File: src/rtl/shiftreg_fifo_fwft.sv
// First-word-fall-through FIFO built from a shift-register array plus an output register.
// Capacity is DEPTH+1 words. The head word is always presented on if_dout.
module shiftreg_fifo_fwft #(
  parameter int DATA_WIDTH   = 32,
  parameter int ADDR_WIDTH   = 4,
  parameter int DEPTH        = 16,
  parameter int AFULL_THRESH = DEPTH - 1
) (
  input  logic                  clk,
  input  logic                  reset,
  input  logic                  if_write_ce,
  input  logic                  if_write,
  input  logic [DATA_WIDTH-1:0] if_din,
  output logic                  if_full_n,
  input  logic                  if_read_ce,
  input  logic                  if_read,
  output logic [DATA_WIDTH-1:0] if_dout,
  output logic                  if_empty_n,
  output logic [ADDR_WIDTH:0]   if_num_data,
  output logic                  if_almost_full
);

  localparam int CNT_W = ADDR_WIDTH + 1;
  localparam logic [CNT_W-1:0] FULL_CNT  = CNT_W'(DEPTH + 1);
  localparam logic [CNT_W-1:0] AFULL_CNT = CNT_W'(AFULL_THRESH);

  logic [DATA_WIDTH-1:0] mem [DEPTH];
  logic [CNT_W-1:0]      arr_cnt, arr_cnt_nxt;
  logic [CNT_W-1:0]      num_data, num_nxt;
  logic [ADDR_WIDTH-1:0] addr;
  logic [DATA_WIDTH-1:0] dout, dout_nxt;
  logic                  empty_n, empty_n_nxt;
  logic                  full_n, almost_full;
  logic                  push, pop, shift_in;

  // NOTE: every signal written here gets a default first, so no path leaves one unassigned (no latch).
  always_comb begin
    push        = if_write & if_write_ce & full_n;
    pop         = if_read & if_read_ce & empty_n;
    addr        = ADDR_WIDTH'(arr_cnt - 1'b1);
    dout_nxt    = dout;
    empty_n_nxt = empty_n;
    arr_cnt_nxt = arr_cnt;
    shift_in    = 1'b0;

    if (!empty_n) begin
      // Empty FIFO: the pushed word bypasses the array straight into the output register.
      if (push) begin
        dout_nxt    = if_din;
        empty_n_nxt = 1'b1;
      end
    end else if (pop) begin
      if (arr_cnt != '0) begin
        dout_nxt    = mem[addr];
        shift_in    = push;
        arr_cnt_nxt = push ? arr_cnt : arr_cnt - 1'b1;
      end else if (push) begin
        dout_nxt = if_din;
      end else begin
        empty_n_nxt = 1'b0;
      end
    end else if (push) begin
      shift_in    = 1'b1;
      arr_cnt_nxt = arr_cnt + 1'b1;
    end

    num_nxt = num_data;
    if (push && !pop)      num_nxt = num_data + 1'b1;
    else if (pop && !push) num_nxt = num_data - 1'b1;
  end

  // NOTE: sequential state uses non-blocking assignments so every register samples pre-edge values.
  always_ff @(posedge clk) begin
    if (reset) begin
      dout        <= '0;
      empty_n     <= 1'b0;
      full_n      <= 1'b1;
      almost_full <= 1'b0;
      num_data    <= '0;
      arr_cnt     <= '0;
    end else begin
      dout        <= dout_nxt;
      empty_n     <= empty_n_nxt;
      full_n      <= (num_nxt != FULL_CNT);
      almost_full <= (num_nxt >= AFULL_CNT);
      num_data    <= num_nxt;
      arr_cnt     <= arr_cnt_nxt;
    end
  end

  // NOTE: the storage array is deliberately not reset; arr_cnt alone defines which entries are valid.
  always_ff @(posedge clk) begin
    if (shift_in) begin
      for (int i = DEPTH - 1; i > 0; i--) mem[i] <= mem[i-1];
      mem[0] <= if_din;
    end
  end

  assign if_dout        = dout;
  assign if_empty_n     = empty_n;
  assign if_full_n      = full_n;
  assign if_almost_full = almost_full;
  assign if_num_data    = num_data;

endmodule

File: config.mk
export PLATFORM = sky130hd
export DESIGN_NAME = shiftreg_fifo_fwft
export DESIGN_NICKNAME = d
export VERILOG_FILES = /design/src/rtl/shiftreg_fifo_fwft.sv
export SDC_FILE = /design/constraint.sdc
export NUM_CORES = 1
export LEC_CHECK = 0
export CORE_ASPECT_RATIO = 0.9
export CORE_MARGIN = 3
export CORE_UTILIZATION = 46
export CTS_CLUSTER_DIAMETER = 80
export DETAILED_ROUTE_END_ITERATION = 10
export GPL_TIMING_DRIVEN = 0
export PLACE_DENSITY = 0.65
export SETUP_SLACK_MARGIN = 0.5
export SKIP_CTS_REPAIR_TIMING = 1
export SLEW_MARGIN = 0
export SYNTH_ARGS = -nofsm -noshare
export SYNTH_HDL_FRONTEND = slang
export SYNTH_SLANG_ARGS = --single-unit
export TNS_END_PERCENT = 5
File: constraint.sdc
create_clock -name clk -period 28.7 [get_ports clk]
set_input_delay 7.175 -clock clk [delete_from_list [all_inputs] [get_ports clk]]
set_output_delay 7.175 -clock clk [all_outputs]
set_load 0.005 [all_outputs]
==> flow_metrics.tcl, run 1 <==
set metrics [dict create \
    critPathMaxFanout 37 \
    synthMuxAreaShare_pct 13.04 \
    post_drt_wl_per_cell_um 23.89 \
    htree_levels 2 \
    worstMarginPinSlew_ps 1162 \
    synth_top_flop_cell "edfxtp_1" \
    drt-vias-per-instance 5.824 \
    min_path_cells 0 \
    antennaDiodeCount 0 \
    p_int_mw 1.467 \
    hold_ws_ps 435.2 \
    post-route-min-period_ps 10170 \
    drt_iter0_drc 1056 \
    ant_nets 0 \
    p_comb_share_pct 18.0 \
    synth_area_um2 22200 \
    slowest_stage "nor2_4" \
    status "finished, final reports clean" \
    yosysSeqAreaShare_pct 73.33 \
    grt_remaining_overflow 0 \
    synth-seq-cells 557 \
    p_seq_share_pct 47.6 \
    cap_violations 0 \
    final_area_um2 25780 \
    synthAdderAreaFrac_pct 0.2255 \
    root_buffer "clkbuf_16" \
    tns_ps 0 \
    hpwl_um 28210 \
    synth_nets 1083 \
    n_fill_cell 3574 \
    die_w_um 237.5 \
    grt_use_total_pct 17.52 \
    synth_cells 1041 \
    dr.pass1.iters 5 \
    setup_violations 0 \
    min_path_type "flip-flop to flip-flop" \
    synth_compound_area_share_pct 7.531 \
    row_count 75 \
    postPlaceCellArea_um2 24090 \
    final_cell_mix "edfxtp_1 (512), mux4_2 (128), clkdlybuf4s50_1 (77), nand2b_1 (66), o221ai_2 (60)" \
    grt_pass1_vias 11070 \
    synth_top_family_by_area "multiplexers" \
    final_common_cell "edfxtp_1" \
    path_cells "clkdlybuf4s50_1 > a21boi_4 > a21oi_4 > nor2_4 > buf_12 > buf_12 > buf_12 > buf_12 > buf_12" \
    io_pins 78 \
    yosys_warnings 0 \
    max_stage_delay_ps 770 \
    core_area_um2 47110 \
    drc 0 \
    hold_violations 0 \
    grt_max_degree 38 \
    clk_pin_slew_worst_paths_ps 60 \
    path_common_cell "buf_12" \
    critPathLaunch "if_read_ce" \
    cts_buffer_depth 3 \
    antenna_found_initial 0 \
    clk_latency_ps 590 \
    vias 10770 \
    synthToLayoutAreaGrowth_pct 16.13 \
    port_buffers 77 \
    fin_crit_sh_pct 35.44 \
    synth_xor_area_share_pct 0.3551 \
    fin_nets 1232 \
    synth_edf_count 512 \
    initial_core_util_pct 47.12 \
    clkPwrFrac_pct 34.4 \
    dieArea_um2 50930 \
    crit_required_ps 28980 \
    critical_path_arrival_ps 10450 \
    start_kind "primary input" \
    total_leakage_power_nw 7.718 \
    postRouteWirelength_um 44210 \
    finalMaxSlewViolations 0 \
    worst_hold_startpoint "mem[10][1]" \
    syn_avg_cell_area_um2 21.32 \
    yosysUniqueCellTypes 45 \
    skew_ps 18.79 \
    fmax_mhz 98.30 \
    crit_type "primary input to flip-flop" \
    tritoncts "built" \
    vdd.ir_drop.worst_uv 50.90 \
    multi_input_area_um2 5508 \
    drive_gt1_share_pct 29.42 \
    numCtsBuffers 54 \
    p_per_area_nw_per_um2 76.99 \
    end_kind "flip-flop" \
    gp_congestion 0.7651 \
    synth_simple_gate_area_share_pct 3.630 \
    grt_first_pass_wirelength_um 68120 \
    swShare_pct 26.06 \
    cts_sinks 557 \
    regArea_um2 16280 \
    power_switching_mw 0.5172 \
    die_h_um 214.4 \
    relSlewSlack_pct 22.51 \
    ff2ff_path_depth 13 \
    rsz0062_at_grt "no" \
    ys_async_sr_fraction_pct 0 \
    r2r_start "arr_cnt[0]" \
]
-- flip-flops by register name, indices dropped and copies added, names as in the netlist --
register and count:
arr_cnt 5, if_full_n 1, if_dout 32, if_empty_n 1
if_almost_full 1, if_num_data 5, mem 512
-- layout make-up --
class | instances | area share, %
repair buffers | 93 | 4.320
multi-input cells | 415 | 21.37
plain buffers | 62 | 1.529
flip-flops and latches | 557 | 63.14
well taps | 616 | 2.990
clock inverters | 30 | 0.8786
inverters | 7 | 0.1019
clock buffers | 70 | 5.674
-- worst max-delay path: cells and delay by family --
kind | cells | cell delay (ps)
buffers and inverters | 6 | 1860
and+or+nand+nor | 1 | 770
AOI/OAI and AO/OA | 2 | 590
-- cells in the mapped netlist (3+ instances only) --
master | number | area [µm²]
buf_1 | 5 | 18.77
a41oi_2 | 30 | 488.0
nor3_1 | 3 | 15.01
clkbuf_1 | 22 | 82.58
nand4_1 | 4 | 25.02
edfxtp_1 | 512 | 15370
nor2_1 | 20 | 75.07
buf_2 | 15 | 75.07
nand2_2 | 3 | 18.77
a21oi_1 | 7 | 35.03
ha_1 | 4 | 50.05
nand3_1 | 5 | 25.02
o221ai_1 | 5 | 43.79
nand2_1 | 40 | 150.1
xnor2_1 | 8 | 70.07
dfxtp_1 | 45 | 900.9
nand2b_1 | 66 | 412.9
buf_6 | 18 | 202.7
a31oi_1 | 3 | 18.77
mux4_2 | 128 | 2883
o221ai_2 | 60 | 900.9
inv_1 | 7 | 26.28
-- per-stage QoR --
step,instances,setup WS (ps),power (mW),utilization [%]
2_1_floorplan,1041,7293,1.208,-
3_3_place_gp,1734,2094,1.331,50.40
3_5_place_dp,1750,17900,1.322,51.13
4_1_cts,1850,18550,2.006,54.72
5_1_grt,1850,18310,2.063,54.72
6_report,1850,18530,1.985,54.72
-- layer usage --
| layer | GRT usage, % | vias to the layer above | part of all wire, % |
|---|---|---|---|
| li1 | - | 4709 | - |
| met1 | 26.98 | 5670 | 47 |
| met2 | 25.45 | 324 | 45 |
| met3 | 3.369 | 71 | 6.1 |
| met4 | 5.556 | 0 | 2.6 |
| met5 | 0 | - | 0 |
-- power groups by stage --
stage | combinational, mW | clock [mW] | sequential, mW
2_1_floorplan | 0.235 | 0 | 0.973
3_3_place_gp | 0.347 | 0 | 0.984
3_5_place_dp | 0.360 | 0 | 0.962
4_1_cts | 0.361 | 0.700 | 0.945
5_1_grt | 0.381 | 0.733 | 0.949
6_report | 0.357 | 0.682 | 0.945
-- cells by family after synthesis --
| logic type | count (synthesis) |
|---|---|
| and+or+nand+nor | 150 |
| muxes | 129 |
| AOI/OAI and AO/OA | 123 |
| adders and majority gates | 4 |
| buffers and inverters | 69 |
| DFF | 557 |
| xor gates and xnor gates | 9 |
-- path summary, 6_finish.rpt --
kind | end | slack (ps)
setup / recovery | mem[12][14] | 18530
hold / removal | mem[11][1] | 440
setup reg to reg | mem[12][14] | 24490
hold reg to reg | mem[11][1] | 440
No activity file was read; power rests on OpenSTA's default activity.
==> run 2: changes to the inputs <==
Settings changed: PLACE_DENSITY 0.65 to default.
Clock period 28.7 ns to 10.6 ns, I/O delays scaled along.
==> flow_metrics.tcl, run 2 (synthesized netlist as in run 1, its figures left out) <==
set metrics [dict create \
    status "finished, final reports clean" \
    fin_nets 1234 \
    final_common_cell "edfxtp_1" \
    fin_crit_sh_pct 52.11 \
    htree_levels 2 \
    fmax_mhz 181.0 \
    vias 10690 \
    drc 0 \
    p_int_mw 4.097 \
    drive_gt1_share_pct 29.91 \
    port_buffers 77 \
    numCtsBuffers 56 \
    grt_use_total_pct 17.83 \
    p_comb_share_pct 17.4 \
    path_cells "clkdlybuf4s50_1 > a21boi_4 > a21oi_4 > nor2_4 > buf_12 > buf_12 > buf_12 > buf_12 > buf_12" \
    min_path_type "flip-flop to flip-flop" \
    core_area_um2 47110 \
    critPathMaxFanout 35 \
    postRouteWirelength_um 44450 \
    die_h_um 214.4 \
    path_common_cell "buf_12" \
    initial_core_util_pct 47.12 \
    ant_nets 0 \
    largest_reg_flops 512 \
    n_fill_cell 3596 \
    grt_first_pass_wirelength_um 69340 \
    start_kind "primary input" \
    p_seq_share_pct 46.4 \
    vdd.ir_drop.worst_uv 139.4 \
    root_buffer "clkbuf_16" \
    end_kind "flip-flop" \
    clkPwrFrac_pct 36.1 \
    hold_violations 0 \
    hpwl_um 28350 \
    tritoncts "built" \
    gp_congestion 0.7737 \
    antenna_found_initial 0 \
    dieArea_um2 50930 \
    top_register "mem" \
    skew_ps 17.34 \
    final_util_pct 55.10 \
    placed_cells 1750 \
    hold_ws_ps 434.2 \
    final_area_um2 25960 \
    max_stage_delay_ps 680 \
    relSlewSlack_pct 24.96 \
    grt_pass1_vias 11180 \
    post-route-min-period_ps 5524 \
    cts_buffer_depth 3 \
    cts_sinks 557 \
    finalMaxSlewViolations 0 \
    clk_pin_slew_worst_paths_ps 70 \
    clk_latency_ps 600 \
    power.total_mw 5.510 \
    io_pins 78 \
    die_w_um 237.5 \
    grt_remaining_overflow 0 \
    worstMarginPinSlew_ps 1126 \
    postPlaceCellArea_um2 24100 \
    swShare_pct 25.64 \
    critPathTopFamily "buffers and inverters" \
    synthToLayoutAreaGrowth_pct 16.94 \
    drt-vias-per-instance 5.770 \
    critical_path_arrival_ps 5820 \
    power_switching_mw 1.413 \
    crit_required_ps 10890 \
    setup_violations 0 \
    post_drt_wl_per_cell_um 23.99 \
    p_per_area_nw_per_um2 212.3 \
    fin_cells 1853 \
    drt_iter0_drc 879 \
    slowest_stage "nor2_4" \
    grt_max_degree 38 \
    path_buf_inv 6 \
    rsz0062_at_grt "no" \
    antennaDiodeCount 0 \
    final_cell_mix "edfxtp_1 (512), mux4_2 (128), clkdlybuf4s50_1 (77), nand2b_1 (66), o221ai_2 (60)" \
    row_count 75 \
    crit_type "primary input to flip-flop" \
    total_leakage_power_nw 7.792 \
    dr.pass1.iters 5 \
    cap_violations 0 \
]
-- run 2: cell types whose count changed in the layout (fill, tap and decap cells not counted), moves of 2 or more --
cell and change:
bufinv_16 +2, clkbuf_16 +2, clkbuf_8 +6, clkinv_1 -3
clkinv_2 -6, clkinv_4 +2, clkinvlp_4 +2
-- run 2: worst reg2reg max path, cell delays in order (launching register included) --
cell and delay [ps]:
dfxtp_1 340, buf_2 210, buf_6 190, buf_4 270
inv_1 70, ha_1 280, or4b_4 290, a21oi_4 110
nor2_4 690, buf_12 310, buf_12 260, buf_12 240
buf_12 250, buf_12 250
-- run 2: power groups by stage --
| stage | clock (mW) | combinational (mW) | sequential [mW] |
|---|---|---|---|
| after detailed placement | 0 | 0.979 | 2.60 |
| final | 1.99 | 0.960 | 2.56 |
| after global placement | 0 | 0.949 | 2.64 |
| after CTS | 2.04 | 0.982 | 2.56 |
| after global routing | 2.14 | 1.03 | 2.57 |
| after floorplan | 0 | 0.637 | 2.61 |
-- run 2: layout make-up --
| class | instances | area [µm²] | share of cell area (%) |
|---|---|---|---|
| buffer | 62 | 394.1 | 1.518 |
| sequential | 557 | 16280 | 62.70 |
| clock inverter | 26 | 269.0 | 1.036 |
| tap | 616 | 770.7 | 2.969 |
| inverter | 7 | 26.28 | 0.1012 |
| multi-input combinational | 415 | 5508 | 21.22 |
| clock buffer | 77 | 1592 | 6.132 |
| timing repair buffer | 93 | 1121 | 4.319 |
-- run 2: through the flow --
stage / TNS (ps) / setup slack, ps
6_report: 0 / 5076
5_1_grt: 0 / 4886
4_1_cts: 0 / 5084
3_5_place_dp: 0 / 4439
3_3_place_gp: -1988950 / -3913
2_1_floorplan: -227490 / -444.3
-- run 2: final timing paths --
| path | slack (ps) | cells past startpoint | start | end |
|---|---|---|---|---|
| setup / recovery | 5080 | 9 | if_read | mem[2][7] |
| hold / removal | 430 | 0 | mem[3][17] | mem[4][17] |
| hold reg to reg | 430 | 0 | mem[3][17] | mem[4][17] |
| setup reg to reg | 6540 | 13 | arr_cnt[0] | mem[2][7] |
-- run 2: layer usage --
| layer | wire length, µm | track usage [%] | vias up |
|---|---|---|---|
| met4 | 688 | 3.548 | 0 |
| met2 | 21070 | 27.86 | 283 |
| li1 | - | - | 4712 |
| met3 | 2658 | 3.691 | 61 |
| met1 | 20040 | 26.38 | 5635 |
| met5 | 0 | 0 | - |
